### config.mk
export PLATFORM = sky130hd
export DESIGN_NAME = inst_encoder_flat
export DESIGN_NICKNAME = d
export VERILOG_FILES = /design/src/rtl/inst_encoder_if.sv /design/src/rtl/inst_encoder.sv /design/src/flat_wrapper.sv
export SDC_FILE = /design/constraint.sdc
export NUM_CORES = 1
export LEC_CHECK = 0
export BUFFER_PORTS_ARGS = -buffer_cell sky130_fd_sc_hd__buf_2
export CORE_MARGIN = 2
export CORE_UTILIZATION = 45
export CTS_BUF_LIST = sky130_fd_sc_hd__clkbuf_8
export DETAILED_ROUTE_END_ITERATION = 10
export GPL_ROUTABILITY_DRIVEN = 0
export PLACE_DENSITY = 0.66
export SLEW_MARGIN = 20
export SYNTH_ARGS = -nofsm -noshare
export SYNTH_HDL_FRONTEND = slang
export SYNTH_SLANG_ARGS = --single-unit
### constraint.sdc
create_clock -name clk -period 3.1 [get_ports clk]
set_input_delay 0 -clock clk [delete_from_list [all_inputs] [get_ports clk]]
set_output_delay 0 -clock clk [all_outputs]
set_load 0.005 [all_outputs]
### src/rtl/inst_encoder_if.sv
// Request/instruction bus of the debug-side instruction encoder.
// valid/ready: a transfer happens on a rising edge where both are high; a source holds its
// payload and valid stable until that edge, and ready may depend combinationally on state only.
interface inst_encoder_if #(
  parameter int DEPTH = 4,
  parameter int CNT_W = 16
);
  localparam int LW = $clog2(DEPTH) + 1;

  logic             req_valid;
  logic             req_ready;
  logic [3:0]       req_op;
  logic [4:0]       req_rs;
  logic [4:0]       req_rt;
  logic [4:0]       req_rd;
  logic [15:0]      req_imm;
  logic [25:0]      req_target;
  logic             inst_valid;
  logic             inst_ready;
  logic [31:0]      inst;
  logic             enc_err;
  logic [CNT_W-1:0] enc_count;
  logic [LW-1:0]    level;

  modport master (
    output req_valid, req_op, req_rs, req_rt, req_rd, req_imm, req_target, inst_ready,
    input  req_ready, inst_valid, inst, enc_err, enc_count, level
  );

  modport slave (
    input  req_valid, req_op, req_rs, req_rt, req_rd, req_imm, req_target, inst_ready,
    output req_ready, inst_valid, inst, enc_err, enc_count, level
  );
endinterface

### src/rtl/inst_encoder.sv
// Assembles mnemonic+operand requests into 32-bit MIPS words and queues them in a small FIFO
// for the instruction-injection path.
module inst_encoder #(
  parameter int DEPTH = 4,
  parameter int CNT_W = 16
) (
  input  logic         clk,
  input  logic         rst_n,
  input  logic         flush,
  inst_encoder_if.slave bus
);
  localparam int AW = $clog2(DEPTH);
  localparam int LW = AW + 1;

  logic [31:0]      mem [DEPTH];
  logic [AW-1:0]    rd_ptr;
  logic [AW-1:0]    wr_ptr;
  logic [LW-1:0]    level_q;
  logic [CNT_W-1:0] count_q;
  logic             err_q;

  logic [31:0] word;
  logic        supported;
  logic        accept;
  logic        push;
  logic        pop;

  always_comb begin
    word      = '0;
    supported = 1'b1;
    case (bus.req_op)
      4'd0:  word = {6'h00, bus.req_rs, bus.req_rt, bus.req_rd, 5'd0, 6'h20};
      4'd1:  word = {6'h00, bus.req_rs, bus.req_rt, bus.req_rd, 5'd0, 6'h22};
      4'd2:  word = {6'h00, bus.req_rs, bus.req_rt, bus.req_rd, 5'd0, 6'h24};
      4'd3:  word = {6'h00, bus.req_rs, bus.req_rt, bus.req_rd, 5'd0, 6'h25};
      4'd4:  word = {6'h00, bus.req_rs, bus.req_rt, bus.req_rd, 5'd0, 6'h2A};
      4'd5:  word = {6'h00, bus.req_rs, 5'd0, 5'd0, 5'd0, 6'h08};
      4'd6:  word = {6'h02, bus.req_target};
      4'd7:  word = {6'h03, bus.req_target};
      4'd8:  word = {6'h04, bus.req_rs, bus.req_rt, bus.req_imm};
      4'd9:  word = {6'h08, bus.req_rs, bus.req_rt, bus.req_imm};
      4'd10: word = {6'h0C, bus.req_rs, bus.req_rt, bus.req_imm};
      4'd11: word = {6'h0D, bus.req_rs, bus.req_rt, bus.req_imm};
      4'd12: word = {6'h23, bus.req_rs, bus.req_rt, bus.req_imm};
      4'd13: word = {6'h2B, bus.req_rs, bus.req_rt, bus.req_imm};
      default: supported = 1'b0;
    endcase
  end

  // No full-bypass: a pop in the same cycle does not open a slot for a push.
  assign bus.req_ready  = (level_q < LW'(DEPTH)) && !flush;
  assign accept         = bus.req_valid && bus.req_ready;
  assign push           = accept && supported;
  assign pop            = bus.inst_valid && bus.inst_ready && !flush;

  assign bus.inst_valid = (level_q != '0);
  assign bus.inst       = mem[rd_ptr];
  assign bus.enc_err    = err_q;
  assign bus.enc_count  = count_q;
  assign bus.level      = level_q;

  always_ff @(posedge clk or negedge rst_n) begin
    if (!rst_n) begin
      for (int i = 0; i < DEPTH; i++) mem[i] <= '0;
    end else if (push) begin
      mem[wr_ptr] <= word;
    end
  end

  always_ff @(posedge clk or negedge rst_n) begin
    if (!rst_n) begin
      rd_ptr  <= '0;
      wr_ptr  <= '0;
      level_q <= '0;
    end else if (flush) begin
      rd_ptr  <= '0;
      wr_ptr  <= '0;
      level_q <= '0;
    end else begin
      if (push) wr_ptr <= wr_ptr + 1'b1;
      if (pop)  rd_ptr <= rd_ptr + 1'b1;
      case ({push, pop})
        2'b10:   level_q <= level_q + 1'b1;
        2'b01:   level_q <= level_q - 1'b1;
        default: level_q <= level_q;
      endcase
    end
  end

  // The counter survives flush; only reset clears it.
  always_ff @(posedge clk or negedge rst_n) begin
    if (!rst_n) begin
      count_q <= '0;
      err_q   <= 1'b0;
    end else begin
      if (push) count_q <= count_q + 1'b1;
      err_q <= accept && !supported;
    end
  end
endmodule

### src/flat_wrapper.sv
// flat-port wrapper written by rule: the top's interface ports become plain ports
module inst_encoder_flat 
#(
  parameter int DEPTH = 4,
  parameter int CNT_W = 16
)
  (clk, rst_n, flush, bus_req_valid, bus_req_op, bus_req_rs, bus_req_rt, bus_req_rd, bus_req_imm, bus_req_target, bus_inst_ready, bus_req_ready, bus_inst_valid, bus_inst, bus_enc_err, bus_enc_count, bus_level);
  inst_encoder_if #(.DEPTH(DEPTH), .CNT_W(CNT_W)) bus_i ();
  input  logic clk;
  input  logic rst_n;
  input  logic flush;
  input wire logic [$bits(bus_i.req_valid)-1:0] bus_req_valid;
  input wire logic [$bits(bus_i.req_op)-1:0] bus_req_op;
  input wire logic [$bits(bus_i.req_rs)-1:0] bus_req_rs;
  input wire logic [$bits(bus_i.req_rt)-1:0] bus_req_rt;
  input wire logic [$bits(bus_i.req_rd)-1:0] bus_req_rd;
  input wire logic [$bits(bus_i.req_imm)-1:0] bus_req_imm;
  input wire logic [$bits(bus_i.req_target)-1:0] bus_req_target;
  input wire logic [$bits(bus_i.inst_ready)-1:0] bus_inst_ready;
  output wire logic [$bits(bus_i.req_ready)-1:0] bus_req_ready;
  output wire logic [$bits(bus_i.inst_valid)-1:0] bus_inst_valid;
  output wire logic [$bits(bus_i.inst)-1:0] bus_inst;
  output wire logic [$bits(bus_i.enc_err)-1:0] bus_enc_err;
  output wire logic [$bits(bus_i.enc_count)-1:0] bus_enc_count;
  output wire logic [$bits(bus_i.level)-1:0] bus_level;
  assign bus_i.req_valid = bus_req_valid;
  assign bus_i.req_op = bus_req_op;
  assign bus_i.req_rs = bus_req_rs;
  assign bus_i.req_rt = bus_req_rt;
  assign bus_i.req_rd = bus_req_rd;
  assign bus_i.req_imm = bus_req_imm;
  assign bus_i.req_target = bus_req_target;
  assign bus_i.inst_ready = bus_inst_ready;
  assign bus_req_ready = bus_i.req_ready;
  assign bus_inst_valid = bus_i.inst_valid;
  assign bus_inst = bus_i.inst;
  assign bus_enc_err = bus_i.enc_err;
  assign bus_enc_count = bus_i.enc_count;
  assign bus_level = bus_i.level;
  inst_encoder #(.DEPTH(DEPTH), .CNT_W(CNT_W)) u_core (.clk(clk), .rst_n(rst_n), .flush(flush), .bus(bus_i));
endmodule
==> out/qor.log <==
qor: logic_synthesis.ys.warnings.count 0
qor: sta.min_period 2.39 ns
qor: global_routing.largest_net_degree_at_the_start_of_global_routing 86
qor: setup_path.cp.required 3.46 ns
qor: floorplanning.core_region_area 15,300 um2
qor: floorplanning.io-pin-count 120
qor: setup_path.r2r_start u_core.bus.level[2]
qor: setup_path.reg2reg_to u_core.bus.level[2]
qor: detailed_routing.postRouteAntennaNets 0
qor: sta.maxSlewViolCount 0
qor: run_status.status complete, no violations
qor: logic_synthesis.syn-num-nets 611
qor: setup_path.cp-startpoint u_core.bus.level[2]
qor: global_routing.global_route_overflow 0
qor: clock_network.clock_insertion_delay_worst_skew 0.43 ns
qor: cells_and_area.fill_cells 1,272
qor: detailed_routing.drc 0
qor: detailed_routing.totalWireLength 15,700 um
qor: sta.fmaxAchievable 418 MHz
qor: detailed_routing.post_drt_via_cell_ratio 5.32
qor: worst_hold_path.hold_class in -> reg
qor: clock_network.cts-buffers-inserted 17
qor: clock_network.post_cts_gate_resize_count 0
qor: logic_synthesis.syn-cell-area 7040 um2
qor: floorplanning.overall_die_height 129 um
qor: cells_and_area.layout_common_cells 147 x dfrtp_1, 117 x buf_2, 97 x mux2_2
qor: logic_synthesis.syn-mean-instance-area 13.1 um2
qor: setup_path.timing.critical_path.to_type flop
qor: global_routing.use_met2 34.3%
qor: sta.worst-slew-pin-transition 0.982 ns
qor: global_routing.grt_antenna_before_repair 0
qor: detailed_routing.first_pass_iters 4
qor: sta.setup_viol 0
qor: place.dpl.hpwl 10,600 um
qor: worst_hold_path.end_point_of_the_worst_hold_path u_core.mem[27]
qor: global_routing.grt_first_pass_wirelength 25,100 um
qor: power.vdd_ir_drop_max 0.000288 V
qor: detailed_routing.vias 4,738
qor: cells_and_area.finalNetCount 740
qor: logic_synthesis.synth.lib_cells_used.distinct 44
qor: logic_synthesis.synthesis.instances 539
qor: clock_network.cts_tree done
qor: cells_and_area.area.sequential 3700 um2
qor: setup_path.critical_path_arrival 2.75 ns
qor: worst_hold_path.timing.hold.worst_path_depth 3
qor: sta.post-route-worst-setup-slack 0.706 ns
qor: setup_path.start_kind flop
qor: place.port-buffer-count 118
qor: run.maxCapViolCount 0
qor: cells_and_area.share_of_layout_cells_above_drive_strength_1 43.2%
qor: power.total_power 6.32 mW
qor: power.power_density_normalized_to_cell_area 747 nW/um2
qor: setup_path.critPathKind reg -> reg
qor: sta.finalHoldViolations 0
qor: floorplanning.floorplan.initialDensity 46.1%
qor: clock_network.clkSlewWorstSetupHoldPaths 0.08 ns
qor: floorplanning.rows 45
qor: setup_path.r2r_setup_slk 0.71 ns
qor: global_routing.grt_most_used_layer met2
qor: sta.final.period_utilization 77.2%
qor: detailed_routing.detail_route.wl_per_cell 17.6 um
qor: floorplanning.die_x 129 um
qor: cells_and_area.multiInputGateArea 3120 um2
qor: setup_path.worstRegToRegCells 7
qor: cells_and_area.layout.core_utilization 55.5%
qor: worst_hold_path.hold_path.startpoint bus_req_op[2]
qor: clock_network.post-cts-setup-buffer-count 0
qor: clock_network.cts.htree.levels 4
qor: setup_path.critical_path.max_fanout 8
qor: global_routing.grt_use_total 19.9%
qor: sta.grt_setup_unrepaired no
qor: place.placedCellCount 841
qor: clock_network.holdBufCountCts 19
qor: global_routing.met3_usage 4.50%
qor: sta.sum_of_negative_setup_slack 0 ns
qor: logic_synthesis.synth-seq-area-share 52.6%
qor: cells_and_area.mostFrequentLayoutCell dfrtp_1
qor: place.place_worst_setup_slack 0.714 ns
qor: sta.skew 0.00760 ns
qor: global_routing.grt_use_met1 25.0%
qor: floorplanning.die_area 16,700 um2
qor: clock_network.root_buffer_selected_by_cts clkbuf_8
qor: sta.slew_headroom 34.3%
qor: power.leakagePower 4.05 nW
qor: cells_and_area.layout-area-overhead-vs-synth 20.3%
qor: clock_network.clock_path_buffers 2
qor: clock_network.numClockSinks 148
qor: detailed_routing.drt_iter0_drc 256
qor: logic_synthesis.synth.ff_latch_count 148
qor: cells_and_area.finish.cell_count_without_fillers 891
qor: global_routing.vias_in_the_first_global_route 4,936
qor: cells_and_area.n_antenna_cell 0
==> cell families after synthesis <==
logic type	synth area share, %
simple gates	8.78
compound gates	5.69
buf+inv	3.29
fa+ha+maj	1.17
other cells	0.0533
flops	52.6
mux	25.9
xor+xnor	2.49
==> per-stage QoR <==
step / hold WS [ns] / instance area (um2)
global placement: 0.0895 / 7830
floorplan: -0.296 / 7040
global route: 0.0255 / 8460
CTS: 0.000304 / 8460
detailed placement: 0.109 / 7830
finish: 0.0379 / 8460
==> synth_stat cells, drive strengths merged <==
| cell type | count | area share (%) |
|---|---|---|
| nor3b | 7 | 0.91 |
| a21o | 1 | 0.11 |
| nand4 | 3 | 0.27 |
| o221ai | 5 | 0.62 |
| nand2 | 53 | 2.8 |
| o31ai | 2 | 0.28 |
| and3 | 6 | 0.53 |
| o211ai | 1 | 0.11 |
| buf | 28 | 2.4 |
| nand2b | 2 | 0.18 |
| dfrtp | 148 | 53 |
| xor2 | 6 | 0.75 |
| mux2i | 2 | 0.28 |
| mux4 | 31 | 9.9 |
| or3b | 1 | 0.16 |
| and2 | 2 | 0.18 |
| nor2b | 3 | 0.27 |
| fa | 1 | 0.28 |
| clkbuf | 7 | 0.37 |
| ha | 5 | 0.89 |
| nor2 | 13 | 0.69 |
| o21bai | 1 | 0.11 |
| and4 | 3 | 0.37 |
| xnor2 | 14 | 1.7 |
| nor3 | 3 | 0.53 |
| o32ai | 1 | 0.12 |
| a211o | 1 | 0.12 |
| inv | 9 | 0.48 |
| or3 | 1 | 0.089 |
| nand3 | 25 | 1.8 |
| a21oi | 9 | 0.64 |
| mux2 | 98 | 16 |
| conb | 1 | 0.053 |
| o21ai | 40 | 2.8 |
| a22o | 5 | 0.62 |
| a211oi | 1 | 0.11 |
==> worst max-delay path by stage <==
stage / to / depth (start not counted)
2_1_floorplan: u_core.bus.level[2] / 7
3_3_place_gp: u_core.bus.level[2] / 7
3_5_place_dp: u_core.bus.level[2] / 7
4_1_cts: u_core.bus.level[2] / 7
5_1_grt: u_core.bus.level[2] / 7
6_report: u_core.bus.level[2] / 7
==> sequential cells by signal (all words and copies together), names as in the netlist <==
signal                cells
u_core.rd_ptr             2
u_core.bus.enc_err        1
u_core.bus.enc_count     16
u_core.mem              124
u_core.wr_ptr             2
u_core.bus.level          3
==> cell type report <==
class | count | share of cell area [%]
sequential | 148 | 43.8
clock buffer | 21 | 3.41
clock inverter | 10 | 1.82
timing repair buffer | 145 | 10.6
multi-input combinational | 347 | 36.9
inverter | 9 | 0.399
tap | 211 | 3.12
==> per-layer routing <==
| layer | routed length, um | vias to the layer above |
|---|---|---|
| met5 | 0 | - |
| li1 | - | 2197 |
| met1 | 6750 | 2416 |
| met3 | 656 | 12 |
| met2 | 8150 | 113 |
| met4 | 162 | 0 |
==> worst max-delay path, cell delays in order, from the launching register on <==
cell	delay, ns
dfrtp_1	0.48
or3b_4	0.46
nor2_1	0.30
nor3_1	0.12
fa_1	0.40
a211o_1	0.25
a21o_1	0.18
a21oi_1	0.13
==> where the power goes <==
part	internal, mW	switching [mW]	total [mW]
combinational	1.12	0.748	1.87
sequential	2.44	0.376	2.82
clock	0.952	0.678	1.63
total	4.52	1.80	6.32
Note: power is estimated with default switching activity, not from simulation.
